==> src/rtl/reg_bank_ctrl.sv <==
// rtl/reg_bank_ctrl.sv - instruction sequencer driving reg16 read selects, ALU start and write enables
`timescale 1ns/1ps

module reg_bank_ctrl #(
    parameter int NREG  = 16,
    parameter int IDX_W = 4
) (
    input  logic            clk,
    input  logic            rst,
    input  logic            instr_valid,
    input  logic [15:0]     instr,
    output logic            instr_ready,
    output logic            alu_go,
    output logic [3:0]      alu_op,
    input  logic            alu_done,
    output logic [NREG-1:0] selA,
    output logic [NREG-1:0] selB,
    output logic [NREG-1:0] en,
    output logic            busy,
    output logic            halted
);

    typedef enum logic [2:0] {
        IDLE   = 3'd0,
        DECODE = 3'd1,
        READ   = 3'd2,
        EXEC   = 3'd3,
        WRITE  = 3'd4,
        HALT   = 3'd5
    } state_t;

    localparam logic [3:0] OP_NOP  = 4'h0;
    localparam logic [3:0] OP_CMP  = 4'hE;
    localparam logic [3:0] OP_HALT = 4'hF;

    state_t      r_state;
    logic [15:0] r_instr;

    logic [3:0]       w_op;
    logic [IDX_W-1:0] w_rd;
    logic [IDX_W-1:0] w_rs;
    logic [IDX_W-1:0] w_rt;

    assign w_op = r_instr[15:12];
    assign w_rd = r_instr[8 +: IDX_W];
    assign w_rs = r_instr[4 +: IDX_W];
    assign w_rt = r_instr[0 +: IDX_W];

    // Indices beyond the bank decode to no select at all.
    function automatic logic [NREG-1:0] f_onehot(input logic [IDX_W-1:0] idx);
        if (int'(idx) < NREG)
            return {{(NREG-1){1'b0}}, 1'b1} << idx;
        else
            return '0;
    endfunction

    // Every output is assigned alongside the state it belongs to, so each is a flop.
    always_ff @(posedge clk) begin
        if (!rst) begin
            r_state     <= IDLE;
            r_instr     <= '0;
            instr_ready <= 1'b1;
            alu_go      <= 1'b0;
            alu_op      <= '0;
            selA        <= '0;
            selB        <= '0;
            en          <= '0;
            busy        <= 1'b0;
            halted      <= 1'b0;
        end else begin
            case (r_state)
                IDLE: begin
                    if (instr_valid && instr_ready) begin
                        r_instr     <= instr;
                        r_state     <= DECODE;
                        instr_ready <= 1'b0;
                        busy        <= 1'b1;
                    end
                end
                DECODE: begin
                    if (w_op == OP_NOP) begin
                        r_state     <= IDLE;
                        instr_ready <= 1'b1;
                        busy        <= 1'b0;
                    end else if (w_op == OP_HALT) begin
                        r_state <= HALT;
                        busy    <= 1'b0;
                        halted  <= 1'b1;
                    end else begin
                        r_state <= READ;
                        selA    <= f_onehot(w_rs);
                        selB    <= f_onehot(w_rt);
                        alu_go  <= 1'b1;
                        alu_op  <= w_op;
                    end
                end
                READ: begin
                    r_state <= EXEC;
                    alu_go  <= 1'b0;
                end
                EXEC: begin
                    if (alu_done) begin
                        selA   <= '0;
                        selB   <= '0;
                        alu_op <= '0;
                        if (w_op == OP_CMP) begin
                            r_state     <= IDLE;
                            instr_ready <= 1'b1;
                            busy        <= 1'b0;
                        end else begin
                            r_state <= WRITE;
                            en      <= f_onehot(w_rd);
                        end
                    end
                end
                WRITE: begin
                    r_state     <= IDLE;
                    en          <= '0;
                    instr_ready <= 1'b1;
                    busy        <= 1'b0;
                end
                HALT: begin
                    r_state <= HALT;
                end
                default: begin
                    r_state     <= IDLE;
                    instr_ready <= 1'b1;
                    alu_go      <= 1'b0;
                    alu_op      <= '0;
                    selA        <= '0;
                    selB        <= '0;
                    en          <= '0;
                    busy        <= 1'b0;
                    halted      <= 1'b0;
                end
            endcase
        end
    end

endmodule

==> config.mk <==
export PLATFORM = sky130hd
export DESIGN_NAME = reg_bank_ctrl
export DESIGN_NICKNAME = d
export VERILOG_FILES = /design/src/rtl/reg_bank_ctrl.sv
export SDC_FILE = /design/constraint.sdc
export NUM_CORES = 1
export LEC_CHECK = 0
export CAP_MARGIN = 5
export CORE_ASPECT_RATIO = 1.4
export CORE_MARGIN = 5
export CORE_UTILIZATION = 44
export DETAILED_ROUTE_END_ITERATION = 10
export HOLD_SLACK_MARGIN = 0.02
export PLACE_DENSITY = 0.81
export SYNTH_ARGS = -nofsm -noshare
export SYNTH_HDL_FRONTEND = slang
export SYNTH_SLANG_ARGS = --single-unit
==> constraint.sdc <==
create_clock -name clk -period 1.6 [get_ports clk]
set_input_delay 0.16 -clock clk [delete_from_list [all_inputs] [get_ports clk]]
set_output_delay 0.16 -clock clk [all_outputs]
set_load 0.01 [all_outputs]
==> results of run 1 <==
[worst reg2reg max path: cells and delay by family, from the launching register on]
kind	cells	cell delay, ps
AND/OR/NAND/NOR	3	990
buffers and inverters	1	160
AO/OA/AOI/OAI	1	120
flip-flops	1	330
[cells by family (layout without fill, tap and decap cells)]
group | after synthesis | after routing | share of synthesized area
flops | 75 | 75 | 0.4944
compound gates | 69 | 69 | 0.1887
mux | 16 | 16 | 0.05274
buf+inv | 27 | 132 | 0.04408
simple gates | 109 | 109 | 0.2171
xor+xnor | 1 | 1 | 0.002885
[power groups by stage]
stage	logic (W)	clock network [W]	registers, W
2_1_floorplan	0.000515	0	0.00209
3_3_place_gp	0.000844	0	0.00208
3_5_place_dp	0.000857	0	0.00208
4_1_cts	0.000924	0.00149	0.00204
5_1_grt	0.00106	0.00160	0.00206
6_report	0.000983	0.00147	0.00205
[per-stage QoR]
stage / setup TNS, ps / power, W / hold WS, ps / std cells / cell area, um2
after detailed placement: -4213 / 0.002940 / 449.5 / 473 / 4086
after global routing: -1474 / 0.004718 / 176.1 / 494 / 4492
after global placement: -3367 / 0.002922 / 446.2 / 473 / 4086
after CTS: -229.6 / 0.004457 / 167.3 / 492 / 4362
final: -305.1 / 0.004498 / 191.4 / 494 / 4492
after floorplan: -1144 / 0.002602 / 329.4 / 297 / 3059
[routing by layer]
metal / track usage / up-vias
met4: 0.06522 / 0
met3: 0.06083 / 11
met2: 0.3098 / 92
met1: 0.2157 / 1265
met5: 0 / -
li1: - / 1317
[placed cells by master (no fill, tap or decap), types with 6 or more instances in the layout]
cell             netlist  final
clkdlybuf4s50_1        0     74
nand3_1               23     23
mux2i_1               16     16
buf_4                  2     24
o31ai_1               17     17
nand2_1               15     14
nor2b_1               22     22
inv_1                  6      6
a22o_1                 6      6
clkbuf_8               1     10
and3_1                18     15
dfxtp_1               75     69
a31o_2                12     11
[layout make-up]
class                           instances  area [um2]
Fill cell                             534        2165
Multi-Input combinational cell        195        1533
Sequential cell                        75        1511
Timing Repair Buffer                  110        1107
Clock buffer                           11       141.4
Tap cell                               92       115.1
Clock inverter                          5       61.31
Inverter                                6       22.52
[registers in the layout, summed over array words and instances, names as in the netlist]
signal and flops:
selB 16, instr_ready 1, alu_go 1, selA 16, alu_op 4, r_state 3, r_instr 16, busy 1
en 16, halted 1
[final timing paths]
check / to
setup / recovery: selB[9]
hold / removal: r_instr[3]
setup reg to reg: selB[9]
hold reg to reg: en[2]
[repair_timing]
action,in CTS,in global routing
endpoints found under the setup margin,33,50
pin swaps,4,18
buffers inserted,3,1
cloned,0,1
gates resized for setup,6,23
==> results.txt, run 1 <==
The run finished, with violations left. The checks that failed: negative setup slack. By startpoint and endpoint, the worst setup path is classified as reg2reg. The overall overflow remaining after global route came out at 0. By area the synthesized netlist is led by dfxtp_1 (49%), mux2i_1 (5.3%), nor2b_1 (4.5%), o31ai_1 (4.2%), nand3_1 (3.8%).

The maximum fanout count along the critical path is 8. The layout overhead on the synthesized area came out at 47.92%. After synthesis the netlist holds a flip-flop and latch count of 75. The maximum clock path buffer count is 2. After synthesis, the most frequently instantiated cells are dfxtp_1 (75), nand3_1 (23), nor2b_1 (22). For this run, design rule violations remaining after detail routing come to 0. The required time at the worst-slack endpoint is 1900 ps.

For this run, the register share of the synthesized area comes to 0.4944. The count of final max-slew check failures came out at 0. The count of flip-flops with a built-in enable after synthesis came out at 0. The total power per unit cell area is 1001 nW/um2.

Row generation in the floorplan step produced 35 rows. The final period demand of the worst path is 1635 ps. The cell count after synthesis came out at 297.

For this run, the total global-route usage over all layers was measured as 0.1836. The total count of hold-check failures in the final report came out at 0. The clock latency on the worst-skew pair came out at 350 ps.

The wire length per cell after detailed routing came out at 15.92 um. Of the total power, the clock network draws 0.326. Dividing the detail-routed via count by the number of cells gives 5.435. The number of buffers and inverters on the critical path is 1.

The relative slew slack is 0.7480. The final setup slack of the worst path came out at -35.06 ps. The largest clock skew in the final design is 10.31 ps. The final net count is 417. The count of input and output buffers came out at 75.

The detailed-routing wirelength on met1 came out at 3215 um. Wire segments on met2 add up to 4093 um in the final route. Synthesis produced a netlist with a net count of 317.

The register clock-pin slew on the reported worst setup and hold paths came out at 80 ps. The netlist area before placement is 3037 um2. The number of buffers inserted during clock tree synthesis is 9. The placeable core area came out at 6656 um2.

The post-route core utilization is 0.6748. The initial DRC count came out at 108. The fraction of final layout cells with drive strength greater than 1 is 0.2313. The vertical extent of the die came out at 108.3 um.

The data arrival time of the critical path came out at 1930 ps. For this configuration, the core starts out at a cell density of 0.4562. The count of clock tree sinks came out at 75. The worst reg-to-reg path cell count came out at 5. dfxtp_1 takes more of the synthesized area than any other cell.

In the synthesized netlist the dominant register cell turns out to be dfxtp_1. The final estimated routing congestion in global placement is 0.8252. At the placement stage, the worst setup path has a slack of -225.1 ps.

The startpoint of the lowest-slack hold path is rst. Detailed placement finished with a half-perimeter wire length of 5334 um. The net load switching power is 0.001281 W. The total stage count of the critical path is 5.

The ratio of final minimum period to clock period is 1.022. The total length of routed wires is 7865 um. The number of antenna cells inserted came out at 0.

The switching portion of total power is 0.2848. The number of global-route vias before repair came out at 2584. The cell count of the worst hold path is 2. Walking the worst path, the cells encountered are or4_4 > nand3_4 > and3_4 > clkbuf_16 > a22o_1.

The die covers 8686 um2. The internal power of the cells is 0.003217 W. Entering global routing, the biggest net connects 45 pins. The number of distinct library cell variants in the gate-level netlist after synthesis is 50. The maximum clock rate came out at 611.6 MHz. The critical path starts at r_instr[14]. STA classifies the critical path endpoint as a flop. The CTS tree is yes.

The average size of a mapped cell is 10.22 um2. The count of hold buffers inserted by post-cts repair came out at 0. The cell sitting at the root of the clock tree is a clkbuf_8.

The cell with the largest stage delay on the worst path is or4_4. The number of maximum-capacitance constraint violations is 0. The tightest min-delay check is of the in2reg type.

The total leakage power is 1.753 nW. The width of the die came out at 80.21 um. The number of antenna violations at the first check in global routing is 0. The routed layout has 2685 vias. The area fraction of the dominant cell type after synthesis is 0.4944.

Setup repair after global routing could not meet its margin everywhere. The highest signal layer in the routed design is met4. The transition time of the tightest slew-check pin came out at 374.6 ps. The fraction of power consumed by combinational cells is 0.219. The most numerous cell in the Yosys netlist is dfxtp_1. VDD sags by at most 0.5363 mV. The setup slack of the worst register-to-register path came out at -40 ps. The share of total power dissipated in sequential elements is 0.455. For this design the top-level I/O count stands at 76. The share of synthesized flip-flops with an asynchronous set or reset came out at 0. The first-pass GRT wire length came out at 12540 um. STA classifies the critical path startpoint as a flop.

Setup violations remaining at the end of the flow were counted as 18. The count of warnings emitted by yosys came out at 0. Broken down by cell family, the worst path's largest delay share belongs to simple AND/OR/NAND/NOR gates. The maximum level of the CTS H-tree is 3. The largest incremental delay on the critical path came out at 580 ps. The remaining number of nets flagged by the antenna check after routing is 0. The sum of met3 wire segment lengths after detailed routing is 416 um. The startpoint of the worst register-to-register path is r_instr[14]. The count of TritonRoute iterations in the first routing pass is 4.
(Power assumes the default switching activity.)
==> inputs of run 2 (changes only) <==
- CORE_MARGIN: 5 -> default
==> run 2 against run 1 <==
Net effect:
- the run still ends with negative setup slack left
- sequential share of layout area up 0.11 points
- worst setup slack worse by 11 ps
- global-route usage up 3.0 points
- via count up 1.6%
- total power up 3.1%
==> results.txt, run 2 (synthesized netlist as in run 1, its figures left out) <==
The most common library cell in the layout ignoring fill and taps is clkdlybuf4s50_1 (unchanged). The width of the die is 72.21 um (was 80.21 um). The count of boundary I/O pins came out at 76 (unchanged). Result of the run: finished, violations left (unchanged). Cells along the critical path: buf_6 > nand4_1 > nand3_4 > buf_6 > or4b_4 > o2bb2ai_2 (was or4_4 > nand3_4 > and3_4 > clkbuf_16 > a22o_1). The transition time of the tightest slew-check pin came out at 424.7 ps (was 374.6 ps).

The count of clock tree sinks came out at 75 (unchanged). The required time at the worst-slack endpoint came out at 1880 ps (was 1900 ps). The vertical extent of the die is 100.3 um (was 108.3 um). The clock latency on the worst-skew pair is 350 ps (about the same). The portion of total power attributed to sequential cells came out at 0.442 (was 0.455). The fraction of power consumed by combinational cells was 0.209 (was 0.219). The count of TritonRoute iterations in the first routing pass came out at 5 (was 4). The ratio of final minimum period to clock period came out at 1.029 (was 1.022). The data arrival time of the critical path is 1930 ps (about the same). The maximum clock path buffer count is 2 (unchanged).

The cell with the largest stage delay on the worst path was or4b_4 (was or4_4). The number of placed instances, taps included is 472 (was 473). The final setup slack of the worst path came out at -45.82 ps (was -35.06 ps). The total power per unit cell area came out at 1038 nW/um2 (was 1001 nW/um2). The first-pass GRT wire length is 11880 um (was 12540 um). The total length of routed wires was 7766 um (was 7865 um).

The CTS tree is yes (unchanged). The wire length per cell after detailed routing came out at 15.63 um (was 15.92 um). The layout overhead on the synthesized area was 47.18% (was 47.92%). The net load switching power is 0.001286 W (was 0.001281 W).

The relative slew slack was 0.7143 (was 0.7480). The type of element capturing the critical path is a flop (unchanged). The via count of the routed design came out at 2729 (was 2685). The number of global-route vias before repair is 2450 (was 2584). The worst hold-check path type is in2reg (unchanged). The total number of placement rows came out at 35 (unchanged). The setup slack after placement is -223.7 ps (was -225.1 ps). The kind of critical path is reg2reg (unchanged). The number of fillers in the final layout came out at 535 (was 534). The largest incremental delay on the critical path came to 590 ps (was 580 ps).

The placeable core area came to 6613 um2 (was 6656 um2). The number of antenna cells inserted came to 0 (unchanged). The mean number of vias per cell is 5.491 (was 5.435). Top library cells by usage in the layout, fill and taps aside: clkdlybuf4s50_1 (74), dfxtp_1 (69), buf_4 (27), nand3_1 (23), nor2b_1 (22) (was clkdlybuf4s50_1 (74), dfxtp_1 (69), buf_4 (24), nand3_1 (23), nor2b_1 (22)).

The final estimated routing congestion in global placement is 0.8257 (was 0.8252). The maximum clock rate was 607.6 MHz (was 611.6 MHz). The total leakage power is 1.749 nW (was 1.753 nW). The cell family with the largest share of critical-path delay is simple AND/OR/NAND/NOR gates (unchanged). The post-route setup TNS is -187.6 ps (was -305.1 ps). The pin count of the biggest net entering global routing is 33 (was 45). The final period demand of the worst path is 1646 ps (was 1635 ps).

The sequential cell area is 1509 um2 (was 1511 um2). The startpoint type of the worst setup path is a flop (unchanged). The initial DRC count is 134 (was 108). The count of hold buffers inserted by post-cts repair came out at 0 (unchanged). The number of maximum-capacitance constraint violations is 0 (unchanged). The overall overflow remaining after global route came to 0 (unchanged). The cell area after layout came out at 4469 um2 (was 4492 um2). The initial core utilization came to 0.4592 (was 0.4562). The placed wire-length estimate came to 5095 um (was 5334 um). The total count of hold-check failures in the final report came out at 0 (unchanged). The most common cell type on the critical path is buf_6. The total power draw is 0.004638 W (was 0.004498 W). The largest clock skew in the final design came out at 11.82 ps (was 10.31 ps). The multi-input gate area in the final layout came out at 1518 um2 (was 1533 um2). The post-layout instance count excluding filler cells came to 497 (was 494). The number of setup violations in the final report is 12 (was 18). The overall global routing resource usage is 0.2134 (was 0.1836). The register clock-pin slew on the reported worst setup and hold paths is 80 ps (about the same). The buffers plus inverters on the worst setup path came out at 2 (was 1). The number of antenna violations at the first check in global routing came out at 0 (unchanged). Failing checks: negative setup slack (unchanged). The remaining number of nets flagged by the antenna check after routing is 0 (unchanged). The number of buffers inserted during clock tree synthesis is 9 (unchanged).

The maximum fanout count along the critical path is 5 (was 8). The DRC violation count after routing is 0 (unchanged). The die outline area came out at 7242 um2 (was 8686 um2). RSZ-0062 raised after global routing: true (unchanged). The count of input and output buffers is 75 (unchanged). The setup slack of the worst register-to-register path is -50 ps (was -40 ps). The count of final max-slew check failures came out at 0 (unchanged). The maximum level of the CTS H-tree is 3 (unchanged). The largest vdd supply drop came to 0.8162 mV (was 0.5363 mV). The buffer cell driving the clock tree root is clkbuf_8 (unchanged). The final net count came out at 420 (was 417). The internal power of the cells came to 0.003352 W (was 0.003217 W).

The proportion of power drawn by the clock network came to 0.349 (was 0.326). The instance area after placement was 4041 um2 (was 4086 um2). The fraction of final layout cells with drive strength greater than 1 came out at 0.2444 (was 0.2313).

The switching portion of total power came out at 0.2773 (was 0.2848).
-- run 2: area by class of cell --
type	instances	share of cell area
Clock buffer	10	0.03080
Clock inverter	6	0.01988
Inverter	6	0.005039
Multi-Input combinational cell	196	0.3396
Sequential cell	75	0.3376
Tap cell	92	0.02576
Timing Repair Buffer	112	0.2413
-- run 2: metal layers --
metal | GRT usage | wire length [um] | up-vias
li1 | - | - | 1324
met1 | 0.2481 | 3223 | 1309
met2 | 0.3652 | 4006 | 82
met3 | 0.05120 | 369 | 14
met4 | 0.09955 | 166 | 0
met5 | 0 | 0 | -
-- run 2: worst paths after layout --
path / from / end / depth (start not counted)
worst max-delay path: r_instr[15] / selB[0] / 6
worst min-delay path: rst / alu_go / 2
worst max register to register: r_instr[15] / selB[0] / 6
worst min register to register: en[2] / en[2] / 2
-- run 2: metrics by stage --
| step | util | hold WS (ps) |
|---|---|---|
| 2_1_floorplan | - | 329.4 |
| 3_3_place_gp | 0.6112 | 450.7 |
| 3_5_place_dp | 0.6112 | 450.5 |
| 4_1_cts | 0.6562 | 163.0 |
| 5_1_grt | 0.6759 | 187.9 |
| 6_report | 0.6759 | 188.5 |
-- run 2: power by group through the flow --
stage	combinational [W]	clock, W	sequential [W]
4_1_cts	0.000884	0.00164	0.00204
6_report	0.000967	0.00162	0.00205
3_5_place_dp	0.000823	0	0.00208
3_3_place_gp	0.000813	0	0.00208
5_1_grt	0.00104	0.00171	0.00206
2_1_floorplan	0.000515	0	0.00209
-- run 2: timing repair --
action / 4_1_cts / 5_1_grt
endpoints found under the setup margin: 36 / 39
gates resized for setup: 12 / 21
hold endpoints to repair: 0 / 0
pin swaps: 6 / 15
gates cloned: 0 / 1
setup buffers: 1 / 7
-- run 2: worst register-to-register path, cell delays in order, from the launching register on --
cell       delay (ps)
dfxtp_2           330
buf_6             120
nand4_1           160
nand3_4            90
buf_6             140
or4b_4            590
o2bb2ai_2         150
